$ cat config.mk
export PLATFORM = sky130hd
export DESIGN_NAME = instr_loader
export DESIGN_NICKNAME = d
export VERILOG_FILES = /design/src/rtl/instr_loader_pkg.sv /design/src/rtl/instr_loader_xor_acc.sv /design/src/rtl/instr_loader.sv
export SDC_FILE = /design/constraint.sdc
export NUM_CORES = 1
export LEC_CHECK = 0
export ABC_CLOCK_PERIOD_IN_PS = 2740
export CORE_MARGIN = 4
export CORE_UTILIZATION = 30
export CTS_BUF_LIST = sky130_fd_sc_hd__clkbuf_16
export DETAILED_ROUTE_END_ITERATION = 10
export PLACE_DENSITY = 0.46
export SLEW_MARGIN = 20
export SYNTH_ARGS = -nofsm -noshare
export SYNTH_HDL_FRONTEND = slang
export SYNTH_SLANG_ARGS = --single-unit
$ cat constraint.sdc
create_clock -name Clk -period 2.74 [get_ports Clk]
set_input_delay 0.411 -clock Clk [delete_from_list [all_inputs] [get_ports Clk]]
set_output_delay 0.411 -clock Clk [all_outputs]
set_load 0.03 [all_outputs]
$ cat src/rtl/instr_loader_pkg.sv
// Shared constants and state encoding for the instruction-memory boot loader.
package instr_loader_pkg;

  localparam logic [7:0] HDR_BYTE    = 8'hA5;
  localparam int         IMEM_ADDR_W = 12;
  localparam int         IMEM_DEPTH  = 4096;
  localparam int         COUNT_W     = IMEM_ADDR_W + 1;

  typedef enum logic [3:0] {
    IDLE,
    CNT_HI,
    CNT_LO,
    DATA_HI,
    DATA_LO,
    WRITE,
    CHECK,
    RUN,
    ERR
  } loader_state_e;

endpackage

$ cat src/rtl/instr_loader_xor_acc.sv
// Running XOR of frame bytes, cleared at each new header.
module loader_xor_acc (
  input  logic       clk_i,
  input  logic       rst_i,
  input  logic       clear_i,
  input  logic       en_i,
  input  logic [7:0] data_i,
  output logic [7:0] acc_o
);

  logic [7:0] acc_q;

  always_ff @(posedge clk_i) begin
    if (rst_i || clear_i) begin
      acc_q <= '0;
    end else if (en_i) begin
      acc_q <= acc_q ^ data_i;
    end
  end

  assign acc_o = acc_q;

endmodule

$ cat src/rtl/instr_loader.sv
// Byte-stream loader: parses framed instruction words into instruction memory
// and releases the CPU from reset once the frame checksum matches.
module instr_loader
  import instr_loader_pkg::*;
(
  input  logic                   Clk,
  input  logic                   Rst,
  input  logic                   ByteValid,
  input  logic [7:0]             ByteData,
  output logic                   ByteReady,
  output logic                   MemWriteEn,
  output logic [IMEM_ADDR_W-1:0] MemAddr,
  output logic [15:0]            MemWriteData,
  output logic                   CpuRst,
  output logic                   Done,
  output logic                   Error
);

  localparam logic [15:0] MAX_COUNT = 16'(IMEM_DEPTH);

  loader_state_e          state_q;
  logic [7:0]             hiByte_q;
  logic [COUNT_W-1:0]     count_q;
  logic [IMEM_ADDR_W-1:0] addr_q;
  logic [15:0]            wdata_q;
  logic                   cpuRst_q;
  logic                   done_q;
  logic                   error_q;

  logic       accept;
  logic       isHeader;
  logic       accClear;
  logic       accEn;
  logic [7:0] accValue;
  logic [15:0] frameCount;

  assign ByteReady  = !Rst && (state_q != WRITE);
  assign accept     = ByteValid && ByteReady;
  assign isHeader   = (ByteData == HDR_BYTE);
  assign frameCount = {hiByte_q, ByteData};
  assign accClear   = accept && isHeader &&
                      (state_q == IDLE || state_q == RUN || state_q == ERR);
  assign accEn      = accept &&
                      (state_q == CNT_HI || state_q == CNT_LO ||
                       state_q == DATA_HI || state_q == DATA_LO);

  loader_xor_acc u_xorAcc (
    .clk_i   (Clk),
    .rst_i   (Rst),
    .clear_i (accClear),
    .en_i    (accEn),
    .data_i  (ByteData),
    .acc_o   (accValue)
  );

  always_ff @(posedge Clk) begin
    if (Rst) begin
      state_q  <= IDLE;
      hiByte_q <= '0;
      count_q  <= '0;
      addr_q   <= '0;
      wdata_q  <= '0;
      cpuRst_q <= 1'b1;
      done_q   <= 1'b0;
      error_q  <= 1'b0;
    end else begin
      case (state_q)
        IDLE, RUN, ERR: begin
          if (accept && isHeader) begin
            state_q  <= CNT_HI;
            count_q  <= '0;
            addr_q   <= '0;
            cpuRst_q <= 1'b1;
            done_q   <= 1'b0;
            error_q  <= 1'b0;
          end
        end
        CNT_HI: begin
          if (accept) begin
            hiByte_q <= ByteData;
            state_q  <= CNT_LO;
          end
        end
        CNT_LO: begin
          if (accept) begin
            if (frameCount > MAX_COUNT) begin
              state_q <= ERR;
              error_q <= 1'b1;
            end else if (frameCount == '0) begin
              state_q <= CHECK;
            end else begin
              count_q <= frameCount[COUNT_W-1:0];
              state_q <= DATA_HI;
            end
          end
        end
        DATA_HI: begin
          if (accept) begin
            hiByte_q <= ByteData;
            state_q  <= DATA_LO;
          end
        end
        DATA_LO: begin
          if (accept) begin
            wdata_q <= {hiByte_q, ByteData};
            state_q <= WRITE;
          end
        end
        // Single strobe cycle; the source is stalled so no byte can slip past.
        WRITE: begin
          addr_q  <= addr_q + IMEM_ADDR_W'(1);
          count_q <= count_q - COUNT_W'(1);
          state_q <= (count_q == COUNT_W'(1)) ? CHECK : DATA_HI;
        end
        CHECK: begin
          if (accept) begin
            if (ByteData == accValue) begin
              state_q  <= RUN;
              cpuRst_q <= 1'b0;
              done_q   <= 1'b1;
            end else begin
              state_q  <= ERR;
              cpuRst_q <= 1'b1;
              error_q  <= 1'b1;
            end
          end
        end
        default: state_q <= IDLE;
      endcase
    end
  end

  assign MemWriteEn   = (state_q == WRITE);
  assign MemAddr      = addr_q;
  assign MemWriteData = wdata_q;
  assign CpuRst       = cpuRst_q;
  assign Done         = done_q;
  assign Error        = error_q;

endmodule

# After elaboration in Yosys (flattened, before gate mapping)
# Cells that the tools add are included.
# op_classes
add_sub_neg	2
order_cmp	1
eq_ne	23
mux	31
bitwise_logic	1
reduce_logical	28
# op_table
op	n
$mux 13	4
$pmux 13 s3	1
$mux 4	8
$pmux 4 s7	1
$pmux 12 s2	1
$ne 2x2->1 const B	10
$eq 4x3->1 const B	4
$gt 16x13->1 const B	1
$logic_not 16->1	1
$eq 13x1->1 const B	1
$sub 13x1->13 const B	1
$add 12x1->12 const B	1
$mux 12	1
$reduce_and 6->1	2
$mux 1	10
$eq 4x2->1 const B	2
$eq 8x8->1	1
$eq 8x8->1 const B	1
$xor 8x8->8	1
$logic_or 1x1->1	6
$mux 3	2
$reduce_and 2->1	3
$reduce_bool 3->1	2
$logic_and 1x1->1	5
other kinds (14)	16
# word_totals
register_bits	64
in_bits	11
elab_cells	95

# Longest topological paths before layout
# depth
depth_word	6
mapped_depth	8
depth_no_buf	7

# Hierarchy
# A second synthesis with hierarchy kept.
# unflattened
cells_unflattened	383
area_unflattened_um2	3316.9
# modules_own_cells
module	instances	cells_per_inst	area_per_inst_um2	seq_area_each_um2
instr_loader	1	347	2931.6	1121.1
loader_xor_acc	1	36	385.4	160.2

# Worst setup path after synthesis
# Ideal clock, no wire load.
# synth_path
kind	input -> register
from	input port ByteData[2]
to	register count_q[0]
setup_time_ps	121
arrival_time_ps	1984
required_ps	2619
setup_slack_ps	635
stages	6
cell_sequence	clkbuf_1 > nor4_1 > a31oi_1 > o21a_1 > o21ai_4 > mux2_4
# synth_via
elab_chain_cells	4
word_cells_on_any_way	8
# synth_rtl
element	line	rtl
start: declaration	instr_loader.sv:9	input logic [7:0] ByteData,
parallel branches: the longest is 3 deep, another holds $gt 16x13->1	--	
$reduce_and 5->1 (no source line) (*)	--	
end signal: assignment	instr_loader.sv:92	count_q <= frameCount[COUNT_W-1:0];
end signal: assignment	instr_loader.sv:112	count_q <= count_q - COUNT_W'(1);
end: declaration	instr_loader.sv:23	logic [COUNT_W-1:0] count_q;
# Every way passes the cells marked *.
# A chain may end at the register's enable or synchronous reset.

# Final worst setup path
# layout_path
from	register state_q[0]
to	output port ByteReady
# layout_via
elab_chain_cells	2
# layout_rtl
element	line	rtl
start: declaration	instr_loader.sv:21	loader_state_e state_q;
start signal: assignment	instr_loader.sv:113	state_q <= (count_q == COUNT_W'(1)) ? CHECK : DATA_HI;
$ne 4x3->1	instr_loader.sv:37	assign ByteReady = !Rst && (state_q != WRITE);
$logic_and 1x1->1	instr_loader.sv:37	
end: declaration	instr_loader.sv:10	output logic ByteReady,
# No other way between the ends.

==> impl_metrics.csv <==
group,metric,value,unit
synth,synth_mux_area_share,9.17,%
die,die-width,115,um
die,die-area,13200,um^2
pwr,power_density,506,nW/um^2
grt,grt_pass1_wl,16600,um
clock_network,cts_buffer_depth,2,
synth,yosys.area.top_type,"dfxtp_1",
die,rows,38,
drt,wl_per_cell,16.6,um
final_layout,layout_common_cells,"dfxtp_1, nor2_1, clkdlybuf4s50_1",
synth,synth_top_area_share,37.3,%
clock_network,ctsHtreeMaxLevel,3,
grt,grt_antenna_before_repair,0,
die,ios,44,
timing,worst_clock_skew,0.00537,ns
pwr,power,2.25,mW
pwr,irDropWorstVdd,0.000271,V
final_layout,fin_nets,472,
pwr,intPower,1.76,mW
worst_setup_path,worstRegToRegCells,6,
synth,synth_fa_ha_area_share,1.09,%
clock_network,cts_tree,"done",
synth,ys.flop_type,"dfxtp_1",
run,cap_violations,0,
final_layout,drive_gt1_share,14.0,%
drt,ant_nets,0,
pwr,switching_share,21.8,%
grt,first_global_vias,3109,
timing,fmax,0.398,GHz
timing,rsz0062_at_grt,"no",
timing,timing.final.crit_period,2.51,ns
synth,synth-simple-area-share,25.3,%
drt,wirelength,10000,um
final_layout,layout_commonest_cell,"dfxtp_1",
grt,grtUsageTotal,16.2,%
drt,drtPass1Iterations,4,
pwr,switchingPower,490,uW
synth,synth_area_leaders,"dfxtp_1, mux2i_1, nor2_1",
place,gp_congestion,0.812,
pwr,seqPwrFrac,41.5,%
place,dp_hpwl,7180,um
worst_setup_path,critical_path.max_fanout,18,
timing,min_period_over_period,91.7,%
pwr,p_clk_share,54.4,%
synth,synth-xor-area-share,5.86,%
grt,grt_max_degree,50,
synth,synth-compound-area-share,16.8,%
worst_setup_path,critPathLaunchType,"flip-flop",
synth,syn_avg_cell_area,8.55,um^2
synth,seq_area_frac_synth,37.3,%
final_layout,final_util,40.3,%
hold_path,hold_path_class,"flip-flop to flip-flop",
final_layout,syn_to_final_growth,29.1,%
synth,synth_top_family_by_area,"simple AND/OR/NAND/NOR gates",
hold_path,min_path_cells,2,
die,core,11000,um^2
worst_setup_path,path_class,"flip-flop to output pin",
synth,synthesis.nets,416,
synth,yosys_warnings,0,
synth,synth-edff-count,0,
worst_setup_path,end_kind,"output pin",
clock_network,insertion_delay,0.33,ns
synth,netlist_instances,402,
final_layout,num-fill-cells,1143,
clock_network,post_cts_buffers,0,
drt,viasPerCell,5.19,
timing,final-setup-viol-count,0,
drt,route.detailed.drc,0,
synth,synth_seq_cells,64,
pwr,combPwrFrac,4.1,%
worst_setup_path,critPathArrivalTime,2.10,ns
timing,hold_viol,0,
clock_network,cts_resized,0,
clock_network,hold_buffers,0,
timing,slew_headroom,56.0,%
worst_setup_path,worstPathRequired,2.33,ns
timing,tns,0,ns
synth,syn_area,3440,um^2
die,start_util,31.2,%
timing,worst_pin_slew,0.654,ns
run_status,status,"finished clean",
die,die_height,115,um
clock_network,cts_buffers,9,
drt,vias,3131,
synth,synthArstFlopShare,0,%
drt,drtIter0Drc,202,
place,port_buffers,43,
final_layout,n_antenna_cell,0,
clock_network,cts_root_buffer,"clkbuf_16",
clock_network,clk_transition_reported_paths,0.06,ns
synth,synth_cell_type_count,67,
timing,final-max-slew-violation-count,0,
clock_network,cts_sinks,64,
pwr,total_leakage_power,1.72,nW
grt,grt_overflow,0,
==> cell families (layout without fill, tap and decap cells) <==
logic type      after synthesis  in the layout
flops                        64             64
buf+inv                      33             94
compound gates               87             87
mux                          29             29
simple gates                163            163
xor+xnor                     23             23
fa+ha+maj                     3              3
==> Yosys cell counts (2+ instances only) <==
cell and count:
a211oi_1 2, a21o_1 4, a21oi_1 24, a311oi_1 3, a31oi_1 4, and2_1 3
and3_1 3, buf_2 3, buf_6 2, clkbuf_1 19, dfxtp_1 64, ha_1 3
inv_1 6, mux2_4 5, mux2i_1 24, nand2_1 34, nand2b_1 4, nand3_1 9
nand3b_1 3, nand4_1 6, nor2_1 60, nor2b_1 6, nor3_1 5, nor4_1 6
nor4b_2 2, o211a_1 2, o211ai_1 3, o21a_1 2, o21ai_0 23, o221a_2 4
or2_2 2, or3_1 4, or4_1 3, xnor2_1 13, xor2_1 10
==> critical path: stages, from the launching register on <==
cell,delay [ns]
dfxtp_1,0.67
nand4bb_4,0.21
inv_8,0.18
nor2_1,0.10
clkdlybuf4s50_1,0.60
==> state kept, by name, indices dropped and copies added, names as in the netlist <==
register        cells
CpuRst              1
Done                1
Error               1
MemAddr            12
MemWriteData       16
count_q            13
hiByte_q            8
state_q             4
u_xorAcc.acc_o      8
==> metrics by stage <==
| stage | setup WS, ns | instances | hold slack, ns | area (um^2) |
|---|---|---|---|---|
| 6_report | 0.228 | 603 | 0.454 | 4440 |
| 4_1_cts | 0.206 | 603 | 0.457 | 4440 |
| 2_1_floorplan | 0.635 | 402 | 0.489 | 3440 |
| 3_5_place_dp | 0.0589 | 587 | 0.449 | 4130 |
| 3_3_place_gp | 0.103 | 587 | 0.449 | 4130 |
| 5_1_grt | 0.0993 | 603 | 0.493 | 4440 |
==> power by group through the flow <==
| stage | sequential (mW) | clock (mW) | combinational (mW) |
|---|---|---|---|
| floorplan | 0.952 | 0 | 0.0421 |
| global placement | 0.952 | 0 | 0.0927 |
| detailed placement | 0.952 | 0 | 0.0935 |
| CTS | 0.932 | 1.25 | 0.0938 |
| global route | 0.932 | 1.29 | 0.100 |
| finish | 0.932 | 1.22 | 0.0925 |
==> area by class of cell <==
type                       instances  area [um^2]  area share, %
sequential                        64         1280           28.9
tap                              140          175           3.94
multi-input combinational        305         2000           45.1
clock buffer                       9          225           5.07
clock inverter                     7         86.3           1.94
inverter                           7         33.8          0.761
timing repair buffer              71          636           14.3
==> worst paths after layout <==
path                   start         end  slack, ns
setup / recovery  state_q[0]   ByteReady       0.23
hold / removal          Done        Done       0.45
setup reg to reg  state_q[0]  count_q[2]       0.56
hold reg to reg         Done        Done       0.45
==> layer usage <==
metal  part of all wire (%)  global-route usage (%)
met1                     48                    21.9
met3                    3.7                    2.89
met2                     46                    25.6
met5                      0                       0
met4                    1.9                    6.49
Power figures use the tool's default switching activity.
==> RTL edit (same flow settings) <==
Encoding of `loader_state_e`: now one-hot (9 bits for 9 states).
--- a/src/rtl/instr_loader_pkg.sv
+++ b/src/rtl/instr_loader_pkg.sv
@@ -8,12 +8,12 @@
 
-  typedef enum logic [3:0] {
-    IDLE,
-    CNT_HI,
-    CNT_LO,
-    DATA_HI,
-    DATA_LO,
-    WRITE,
-    CHECK,
-    RUN,
-    ERR
+  typedef enum logic [8:0] {
+    IDLE    = 9'b000000001,
+    CNT_HI  = 9'b000000010,
+    CNT_LO  = 9'b000000100,
+    DATA_HI = 9'b000001000,
+    DATA_LO = 9'b000010000,
+    WRITE   = 9'b000100000,
+    CHECK   = 9'b001000000,
+    RUN     = 9'b010000000,
+    ERR     = 9'b100000000
   } loader_state_e;
Function: no difference found for any inputs over 10 cycles, from zero or initial values and one cycle with Rst high; not proved beyond that.
==> RTL edit against the original RTL <==
- global-route usage down 0.77 points
- routed wire length fell by 4.3%
- synthesized area is 0.29% higher
- worst setup slack worse by 0.091 ns
- sequential cell count is 5 higher
- design area is 0.96% higher
- critical path type is now in -> reg
Power is not compared: it rests on default switching activity, and its combinational part moved more than twofold at a synthesized area within 25%.
==> RTL edit: results <==
export IMPL_post_dp_hpwl_mm=6.853
export IMPL_port_buffers=43
export IMPL_routed_wl_met3_um=617
export IMPL_htreeDepth=3
export IMPL_crit_fanout=11
export IMPL_drt_initial_drc_count=256
export IMPL_nets=461
export IMPL_grt_pass1_wl_mm=15.97
export IMPL_place_area_um2=4155
export IMPL_layout_drive_gt1_share_pct=12.61
export IMPL_postCtsSetupBuffers=0
export IMPL_grt_antenna_before_repair=0
export IMPL_drtPass1Iterations=5
export IMPL_first_global_vias=3039
export IMPL_path_clk_slew_ns=0.06
export IMPL_vias=3065
export IMPL_place_gp_congestion=0.8201
export IMPL_grt_max_degree=47
export IMPL_wirelength_mm=9.577
export IMPL_cts_root_buf="clkbuf_16"
export IMPL_hold_path_class="reg -> reg"
export IMPL_syn_nets=400
export IMPL_slew_headroom_pct=45.26
export IMPL_top_layer="met4"
export IMPL_grt_usage_pct=15.41
export IMPL_synth_top_cells_by_count="nor2_1, dfxtp_1, mux2i_1, xor2_1, nand2_1"
export IMPL_peakVddDrop_mv=0.2939
export IMPL_cts_resized=0
export IMPL_fin_worst_skew_ns=0.006516
export IMPL_synthArstFlopShare_pct=0
export IMPL_clk_path_buf_depth=2
export IMPL_insertedDiodeCount=0
export IMPL_yosysSeqAreaShare_pct=40.06
export IMPL_nFillCells=1130
export IMPL_met1_length_mm=4.467
export IMPL_synth_area_leaders="dfxtp_1, mux2i_1, nor2_1"
export IMPL_outcome="finished, final reports clean"
export IMPL_synth_distinct_cells=59
export IMPL_clkLatencyLatePin_ns=0.33
export IMPL_numCtsBuffers=9
export IMPL_yosys_warnings=0
export IMPL_wl_met2_mm=4.372
export IMPL_largest_reg_flops=16
export IMPL_power_leakage_nw=1.695
## RTL edit: changes by cell type after synthesis, moves of 5 or more
cell      delta
a21oi_1      -8
clkbuf_1    -11
dfxtp_1      +5
mux2_4       -5
mux2i_1      +5
nand2_1     -13
nor2_1      +11
nor2b_1      -5
nor3_1       +9
o21ai_0     -15
o31ai_1      +7
xnor2_1     -12
xor2_1      +17
## RTL edit: final cells by class
| class | count | share of cell area (%) |
|---|---|---|
| Inverter | 9 | 0.7536 |
| Tap cell | 140 | 3.907 |
| Sequential cell | 69 | 30.81 |
| Clock inverter | 7 | 2.289 |
| Multi-Input combinational cell | 290 | 43.15 |
| Timing Repair Buffer | 68 | 14.07 |
| Clock buffer | 9 | 5.024 |
## RTL edit: metal layers
layer,up-vias,global-route usage (%)
met4,0,5.164
li1,1517,-
met3,8,4.000
met1,1439,20.50
met5,-,0
met2,101,24.34
## RTL edit: worst max-delay path, cell delays in order
cell,delay [ns]
clkdlybuf4s50_1,0.43
nor4_2,0.51
nand4_1,0.20
nor4b_4,0.19
a211oi_2,0.73
nor3_1,0.12
a31o_2,0.24
## RTL edit: cells by family after synthesis
kind of cell / share of synthesized area [%]
simple gates: 25.44
fa+ha+maj: 1.089
xor+xnor: 7.112
mux: 8.418
compound gates: 13.90
buf+inv: 3.991
flops: 40.06
## RTL edit: report_power, final
group	leakage [nW]	internal, W	switching (W)
clock network	0.157	0.000810	0.000468
logic	0.982	0.0000809	0.000144
registers	0.556	0.00101	0.00000943
total	1.70	0.00190	0.000621
## RTL edit: per-stage QoR
stage               hold WS [ns]  TNS (ns)  setup WS, ns  utilization [%]  instances
finish                    0.4735         0        0.1366            40.64        592
global route              0.4941         0        0.1199            40.64        592
CTS                       0.4729         0        0.2166            40.64        592
detailed placement        0.4638   -0.2626       -0.1007            37.67        576
global placement          0.4568  -0.07415      -0.07415            37.67        576
floorplan                 0.4515         0        0.7350                -        386
## RTL edit: worst paths after layout
path / from / end / slack, ns / cells past startpoint
min: Error / Error / 0.47 / 2
min reg2reg: Error / Error / 0.47 / 2
max reg2reg: state_q[1] / count_q[10] / 0.23 / 6
max: ByteData[1] / count_q[10] / 0.14 / 7
